### src/rtl/fpu_reg_q.sv
// Queued FPU register block: DMEM-mapped operand staging, a command FIFO,
// single-issue dispatch to the FPU core and a result FIFO read back over DMEM.
module fpu_reg_q #(
    parameter int CMD_DEPTH = 4,
    parameter int RES_DEPTH = 4,
    parameter int CMD_W     = 4
) (
    input  logic             mclk,
    input  logic             rst_n,
    input  logic             dmem_req,
    input  logic             dmem_cmd,
    input  logic [1:0]       dmem_width,
    input  logic [4:0]       dmem_addr,
    input  logic [31:0]      dmem_wdata,
    output logic             dmem_req_ack,
    output logic [31:0]      dmem_rdata,
    output logic [1:0]       dmem_resp,
    output logic             fpu_val,
    output logic [CMD_W-1:0] fpu_cmd,
    output logic [31:0]      fpu_din1,
    output logic [31:0]      fpu_din2,
    input  logic             fpu_done,
    input  logic [31:0]      fpu_result,
    output logic             irq,
    output logic             idle
);
    localparam int CAW = $clog2(CMD_DEPTH);
    localparam int RAW = $clog2(RES_DEPTH);
    localparam logic [CAW:0]   CMD_FULL = (CAW+1)'(CMD_DEPTH);
    localparam logic [RAW:0]   RES_FULL = (RAW+1)'(RES_DEPTH);
    localparam logic [CAW:0]   CC_ONE   = (CAW+1)'(1);
    localparam logic [RAW:0]   RC_ONE   = (RAW+1)'(1);
    localparam logic [CAW-1:0] CP_ONE   = CAW'(1);
    localparam logic [RAW-1:0] RP_ONE   = RAW'(1);

    typedef struct packed {
        logic [CMD_W-1:0] cmd;
        logic [31:0]      din1;
        logic [31:0]      din2;
    } cmd_entry_t;

    typedef enum logic {S_IDLE, S_BUSY} state_t;

    state_t state, state_d;

    logic        acc_wr;
    logic [1:0]  acc_width;
    logic [4:0]  acc_addr;
    logic [31:0] acc_wdata;
    logic [3:0]  acc_be;
    logic [31:0] al_wdata;
    logic [3:0]  al_be;

    logic [31:0]      stage1, stage2;
    logic [CMD_W-1:0] last_cmd;
    logic             irq_en, cmd_ovf, res_unf;

    cmd_entry_t       cmd_mem [CMD_DEPTH];
    logic [CAW-1:0]   cmd_wptr, cmd_rptr;
    logic [CAW:0]     cmd_count;
    logic [31:0]      res_mem [RES_DEPTH];
    logic [RAW-1:0]   res_wptr, res_rptr;
    logic [RAW:0]     res_count;

    logic [2:0]  word;
    logic        mapped, wr_en, rd_en;
    logic        cmd_wr, cmd_push, ovf_set, cmd_full, cmd_empty;
    logic        res_rd, res_pop, unf_set, res_empty;
    logic        stat_clr, can_issue, issue, res_push, busy;
    logic [31:0] status, rd_word, rd_lane;

    // Lane-align write data and byte enables before capture.
    always_comb begin
        al_wdata = dmem_wdata;
        al_be    = 4'b1111;
        case (dmem_width)
            2'b00: begin
                al_wdata = {24'b0, dmem_wdata[7:0]} << {dmem_addr[1:0], 3'b000};
                al_be    = 4'b0001 << dmem_addr[1:0];
            end
            2'b01: begin
                al_wdata = {16'b0, dmem_wdata[15:0]} << {dmem_addr[1], 4'b0000};
                al_be    = 4'b0011 << {dmem_addr[1], 1'b0};
            end
            default: ;
        endcase
    end

    assign word      = acc_addr[4:2];
    assign mapped    = (word < 3'd6);
    assign wr_en     = dmem_req_ack & acc_wr;
    assign rd_en     = dmem_req_ack & ~acc_wr;
    assign cmd_full  = (cmd_count == CMD_FULL);
    assign cmd_empty = (cmd_count == '0);
    assign res_empty = (res_count == '0);
    assign cmd_wr    = wr_en & (word == 3'd0) & acc_be[0];
    assign cmd_push  = cmd_wr & ~cmd_full;
    assign ovf_set   = cmd_wr & cmd_full;
    assign res_rd    = rd_en & (word == 3'd3);
    assign res_pop   = res_rd & ~res_empty;
    assign unf_set   = res_rd & res_empty;
    assign stat_clr  = wr_en & (word == 3'd4) & acc_be[3];
    // A result slot must be free before issue so the result FIFO never overflows.
    assign can_issue = ~cmd_empty & (res_count < RES_FULL);
    assign idle      = cmd_empty & (state == S_IDLE);

    always_ff @(posedge mclk or negedge rst_n) begin
        if (!rst_n) state <= S_IDLE;
        else        state <= state_d;
    end

    always_comb begin
        state_d = state;
        case (state)
            S_IDLE:  if (can_issue) state_d = S_BUSY;
            S_BUSY:  if (fpu_done)  state_d = S_IDLE;
            default: state_d = S_IDLE;
        endcase
    end

    always_comb begin
        issue    = 1'b0;
        res_push = 1'b0;
        busy     = 1'b0;
        case (state)
            S_IDLE:  issue = can_issue;
            S_BUSY:  begin busy = 1'b1; res_push = fpu_done; end
            default: ;
        endcase
    end

    assign status = {6'b0, res_unf, cmd_ovf, 6'b0, res_empty, cmd_full,
                     8'(res_count), 8'(cmd_count)};

    always_comb begin
        case (word)
            3'd0:    rd_word = {busy, {(31-CMD_W){1'b0}}, last_cmd};
            3'd1:    rd_word = stage1;
            3'd2:    rd_word = stage2;
            3'd3:    rd_word = res_empty ? 32'b0 : res_mem[res_rptr];
            3'd4:    rd_word = status;
            3'd5:    rd_word = {31'b0, irq_en};
            default: rd_word = 32'b0;
        endcase
        case (acc_width)
            2'b00:   rd_lane = {24'b0, rd_word[{acc_addr[1:0], 3'b000} +: 8]};
            2'b01:   rd_lane = {16'b0, rd_word[{acc_addr[1], 4'b0000} +: 16]};
            default: rd_lane = rd_word;
        endcase
    end

    // Bus front end: ack toggles on a held request, access runs while ack=1.
    always_ff @(posedge mclk or negedge rst_n) begin
        if (!rst_n) begin
            dmem_req_ack <= 1'b0;
            dmem_resp    <= 2'b00;
            dmem_rdata   <= '0;
            acc_wr       <= 1'b0;
            acc_width    <= '0;
            acc_addr     <= '0;
            acc_wdata    <= '0;
            acc_be       <= '0;
        end else begin
            dmem_req_ack <= dmem_req & ~dmem_req_ack;
            if (dmem_req & ~dmem_req_ack) begin
                acc_wr    <= dmem_cmd;
                acc_width <= dmem_width;
                acc_addr  <= dmem_addr;
                acc_wdata <= al_wdata;
                acc_be    <= al_be;
            end
            dmem_resp  <= dmem_req_ack ? (mapped ? 2'b01 : 2'b10) : 2'b00;
            dmem_rdata <= (rd_en & mapped) ? rd_lane : 32'b0;
        end
    end

    always_ff @(posedge mclk or negedge rst_n) begin
        if (!rst_n) begin
            stage1   <= '0;
            stage2   <= '0;
            last_cmd <= '0;
            irq_en   <= 1'b0;
            cmd_ovf  <= 1'b0;
            res_unf  <= 1'b0;
            irq      <= 1'b0;
        end else begin
            for (int i = 0; i < 4; i++) begin
                if (wr_en && word == 3'd1 && acc_be[i]) stage1[8*i +: 8] <= acc_wdata[8*i +: 8];
                if (wr_en && word == 3'd2 && acc_be[i]) stage2[8*i +: 8] <= acc_wdata[8*i +: 8];
            end
            if (wr_en && word == 3'd5 && acc_be[0]) irq_en <= acc_wdata[0];
            if (cmd_push) last_cmd <= acc_wdata[CMD_W-1:0];
            // Set beats clear when both land on the same edge.
            cmd_ovf <= ovf_set | (cmd_ovf & ~(stat_clr & acc_wdata[24]));
            res_unf <= unf_set | (res_unf & ~(stat_clr & acc_wdata[25]));
            irq     <= irq_en & ~res_empty;
        end
    end

    always_ff @(posedge mclk or negedge rst_n) begin
        if (!rst_n) begin
            for (int i = 0; i < CMD_DEPTH; i++) cmd_mem[i] <= '0;
            cmd_wptr  <= '0;
            cmd_rptr  <= '0;
            cmd_count <= '0;
            fpu_val   <= 1'b0;
            fpu_cmd   <= '0;
            fpu_din1  <= '0;
            fpu_din2  <= '0;
        end else begin
            if (cmd_push) begin
                cmd_mem[cmd_wptr] <= '{cmd: acc_wdata[CMD_W-1:0], din1: stage1, din2: stage2};
                cmd_wptr          <= cmd_wptr + CP_ONE;
            end
            if (issue) begin
                cmd_rptr <= cmd_rptr + CP_ONE;
                {fpu_cmd, fpu_din1, fpu_din2} <= cmd_mem[cmd_rptr];
            end
            fpu_val <= issue;
            case ({cmd_push, issue})
                2'b10:   cmd_count <= cmd_count + CC_ONE;
                2'b01:   cmd_count <= cmd_count - CC_ONE;
                default: ;
            endcase
        end
    end

    always_ff @(posedge mclk or negedge rst_n) begin
        if (!rst_n) begin
            for (int i = 0; i < RES_DEPTH; i++) res_mem[i] <= '0;
            res_wptr  <= '0;
            res_rptr  <= '0;
            res_count <= '0;
        end else begin
            if (res_push) begin
                res_mem[res_wptr] <= fpu_result;
                res_wptr          <= res_wptr + RP_ONE;
            end
            if (res_pop) res_rptr <= res_rptr + RP_ONE;
            case ({res_push, res_pop})
                2'b10:   res_count <= res_count + RC_ONE;
                2'b01:   res_count <= res_count - RC_ONE;
                default: ;
            endcase
        end
    end
endmodule

### config.mk
export PLATFORM = sky130hd
export DESIGN_NAME = fpu_reg_q
export DESIGN_NICKNAME = d
export VERILOG_FILES = /design/src/rtl/fpu_reg_q.sv
export SDC_FILE = /design/constraint.sdc
export NUM_CORES = 1
export LEC_CHECK = 0
export BUFFER_PORTS_ARGS = -buffer_cell sky130_fd_sc_hd__buf_2
export CORE_ASPECT_RATIO = 0.6
export CORE_MARGIN = 4
export CORE_UTILIZATION = 55
export DETAILED_ROUTE_END_ITERATION = 12
export PLACE_DENSITY = 0.83
export SLEW_MARGIN = 20
export SYNTH_ARGS = -nofsm -noshare
export SYNTH_HDL_FRONTEND = slang
export SYNTH_SLANG_ARGS = --single-unit
### constraint.sdc
create_clock -name mclk -period 2.45 [get_ports mclk]
set_input_delay 0.245 -clock mclk [delete_from_list [all_inputs] [get_ports mclk]]
set_output_delay 0.245 -clock mclk [all_outputs]
set_load 0.01 [all_outputs]
==> reports/metrics.yaml <==
placement:
  dp_hpwl_um: 49300
  dp_cells: 2637
  place_congestion: 0.969
  portBuffers: 181
  postPlaceCellArea_mm2: 0.0295
grt:
  grt_use_total: 0.269
  grt_pass1_vias: 18162
  grt_pass1_wl_um: 111000
  grt_max_degree: 73
  overflow: 0
  antenna_found_initial: 6
clock_tree:
  cts_inserted_buffers: 56
  clock_path_buffers: 3
  cts_sinks: 635
  clk_pin_slew_worst_paths_ns: 0.07
  clk_latency_ns: 0.60
  clockRootBuffer: "clkbuf_16"
  h-tree-depth: 2
  postCtsSetupBuffers: 0
  cts_tree: "yes"
sta:
  fin_skew_ns: 0.0226
  fin_tns_setup_ns: 0
  slew_headroom: 0.364
  clock.fmax_mhz: 432
  slew_viol_final: 0
  finalHoldViolCount: 0
  rsz0062_at_grt: "no"
  finalSetupViolations: 0
  tightestPinTransition_ns: 0.947
  period_minus_slack_ns: 2.32
  fin_crit_sh: 0.945
logic_synthesis:
  netlist_area_mm2: 0.0275
  ys_warn_count: 0
  synth_top_area_frac: 0.578
  yosysUniqueCellTypes: 59
  yosys.area.top_type: "dfrtp_1"
  ys_seq_area_frac: 0.578
  synth-edff-count: 0
  synth_area_leaders: "dfrtp_1 58%, mux2_2 22%, mux4_2 8.2%, nand2_1 1.1%, clkbuf_1 0.93%"
  ys_seq_elements: 635
  async_flop_share: 1.00
  ys.flop_type: "dfrtp_1"
  syn_inst: 1840
  avgSynthCellArea_um2: 14.9
  synth_nets: 1928
pwr:
  seqPwrFrac: 0.459
  p_clk_frac: 0.283
  p_sw_frac: 0.311
  power_density_mw_per_mm2: 1000
  p_comb_frac: 0.259
  ir_drop_mv: 0.820
  p_sw_mw: 9.96
  p_int_mw: 22.1
  power_leakage_nw: 15.5
die:
  chipHeight_um: 181
  start_util: 0.557
  core-area_mm2: 0.0493
  rows: 63
  die_w_um: 297
  ios: 182
  die_area_mm2: 0.0537
final_layout:
  fin_area_mm2: 0.0320
  nFillCells: 3429
  instances_no_fill: 2800
  regArea_mm2: 0.0159
  drive_above_1_share: 0.474
  mostFrequentLayoutCells: "632 x dfrtp_1, 540 x mux2_2, 180 x buf_2, 100 x mux4_2, 78 x nand2_1"
  final_nets: 2190
  area_delta_synth_final_pct: 16.5
  multiInputGateArea_mm2: 0.0110
  final_common_cell: "dfrtp_1"
drt:
  dr.pass1.iters: 6
  dr.first_iter.drc_count: 1708
  wl_um: 71700
  vias: 17416
  post_drt_wl_per_cell_um: 25.6
  drc_errors: 0
  drtAntennaViolNets: 0
  viasPerCell: 6.22
worst_setup_path:
  endpoint_kind: "register"
  crit_required_ns: 2.91
  cp_max_fo: 18
  crit_type: "register to register"
  cp-start-kind: "register"
  cp.arrival_ns: 2.78
flow_run:
  maxCapViolCount: 0
status:
  run_status: "completed"
min_path:
  hold_class: "primary input to register"
-- cell usage after synthesis (6+ instances only) --
cell type and number:
dfrtp_1 635, mux2_2 540, mux4_2 100, nand2_1 80
clkbuf_1 68, nor2_1 68, a21oi_1 42, a221oi_1 24
a22oi_1 24, buf_1 21, buf_2 21, nand3b_1 18
inv_1 17, a22o_1 15, nand3_1 15, and3_1 12
o21ai_0 11, a221o_1 10, ha_1 10, nor2b_1 7
xnor2_1 7, buf_6 6, o211ai_1 6
-- power by group through the flow --
stage                     clock network (mW)  logic, mW  registers (mW)
final                                   9.05       8.28            14.7
after global routing                    9.64       8.85            14.9
after global placement                     0       7.89            14.5
after CTS                               9.15       8.26            14.6
after floorplan                            0       5.76            13.8
after detailed placement                   0       8.13            14.7
-- path summary, 6_finish.rpt --
path	end	cells after the start	slack, ns	start
max in group asynchronous	stage2[1]$_DFFE_PN0P_	3	1.27	rst_n
min in group asynchronous	fpu_din2[29]$_DFFE_PN0P_	2	0.19	rst_n
worst min register to register	last_cmd[0]$_DFFE_PN0P_	2	0.48	last_cmd[0]$_DFFE_PN0P_
worst max register to register	dmem_rdata[4]$_DFF_PN0_	6	0.13	res_rptr[0]$_DFFE_PN0P_
worst max-delay path	dmem_rdata[4]$_DFF_PN0_	6	0.13	res_rptr[0]$_DFFE_PN0P_
worst min-delay path	acc_wdata[21]$_DFFE_PN0P_	3	0.02	dmem_wdata[21]
-- stage by stage --
stage | hold WS [ns] | utilization | setup WS (ns) | total power, mW
6_report | 0.0194 | 0.649 | 0.134 | 32.0
4_1_cts | 0.00397 | 0.649 | 0.0778 | 32.0
3_5_place_dp | 0.245 | 0.599 | 0.116 | 22.9
3_3_place_gp | 0.240 | 0.599 | 0.152 | 22.4
5_1_grt | 0.00987 | 0.649 | 0.0165 | 33.4
2_1_floorplan | -0.0506 | - | 0.0701 | 19.6
-- cell families after synthesis --
group | Yosys count | share of synthesized area
DFF | 635 | 0.578
muxes | 645 | 0.305
AOI/OAI and AO/OA | 173 | 0.0463
xor gates and xnor gates | 12 | 0.00383
buffers and inverters | 135 | 0.0212
and+or+nand+nor | 228 | 0.0392
adders and majority gates | 12 | 0.00601
-- timing repair --
action | CTS | global route
hold buffers | 57 | 0
endpoints found under the hold margin | 199 | 0
resized for setup | 0 | 1
setup endpoints to repair | 0 | 1
-- flip-flops by register name, indices dropped and copies added, names as in the netlist, 3 cells and up --
register,count
acc_wdata,32
cmd_mem,272
fpu_din1,32
dmem_rdata,32
fpu_din2,32
cmd_count,3
stage1,32
stage2,32
acc_be,4
fpu_cmd,4
last_cmd,4
acc_addr,5
res_count,3
res_mem,128
-- routing by layer --
layer | wire length, µm | vias up | track usage
li1 | - | 7303 | -
met1 | 30500 | 9232 | 0.393
met2 | 33900 | 733 | 0.420
met3 | 5000 | 148 | 0.0456
met4 | 2310 | 0 | 0.0858
met5 | 0 | - | 0
-- cell type report --
type                            count  share of cell area
Sequential cell                   635               0.497
Multi-Input combinational cell   1070               0.344
Timing Repair Buffer              321              0.0725
Clock buffer                       81              0.0524
Tap cell                          650              0.0254
Clock inverter                     21             0.00645
Inverter                           18             0.00215
Antenna cell                        4            0.000313
-- worst max-delay path: stages (launching register included) --
cell      delay, ns
dfrtp_2        0.60
buf_12         0.26
mux4_2         0.60
nand2_1        0.12
a21oi_1        0.06
o311ai_0       0.43
a21oi_1        0.09
No activity file was read; power rests on OpenSTA's default activity.
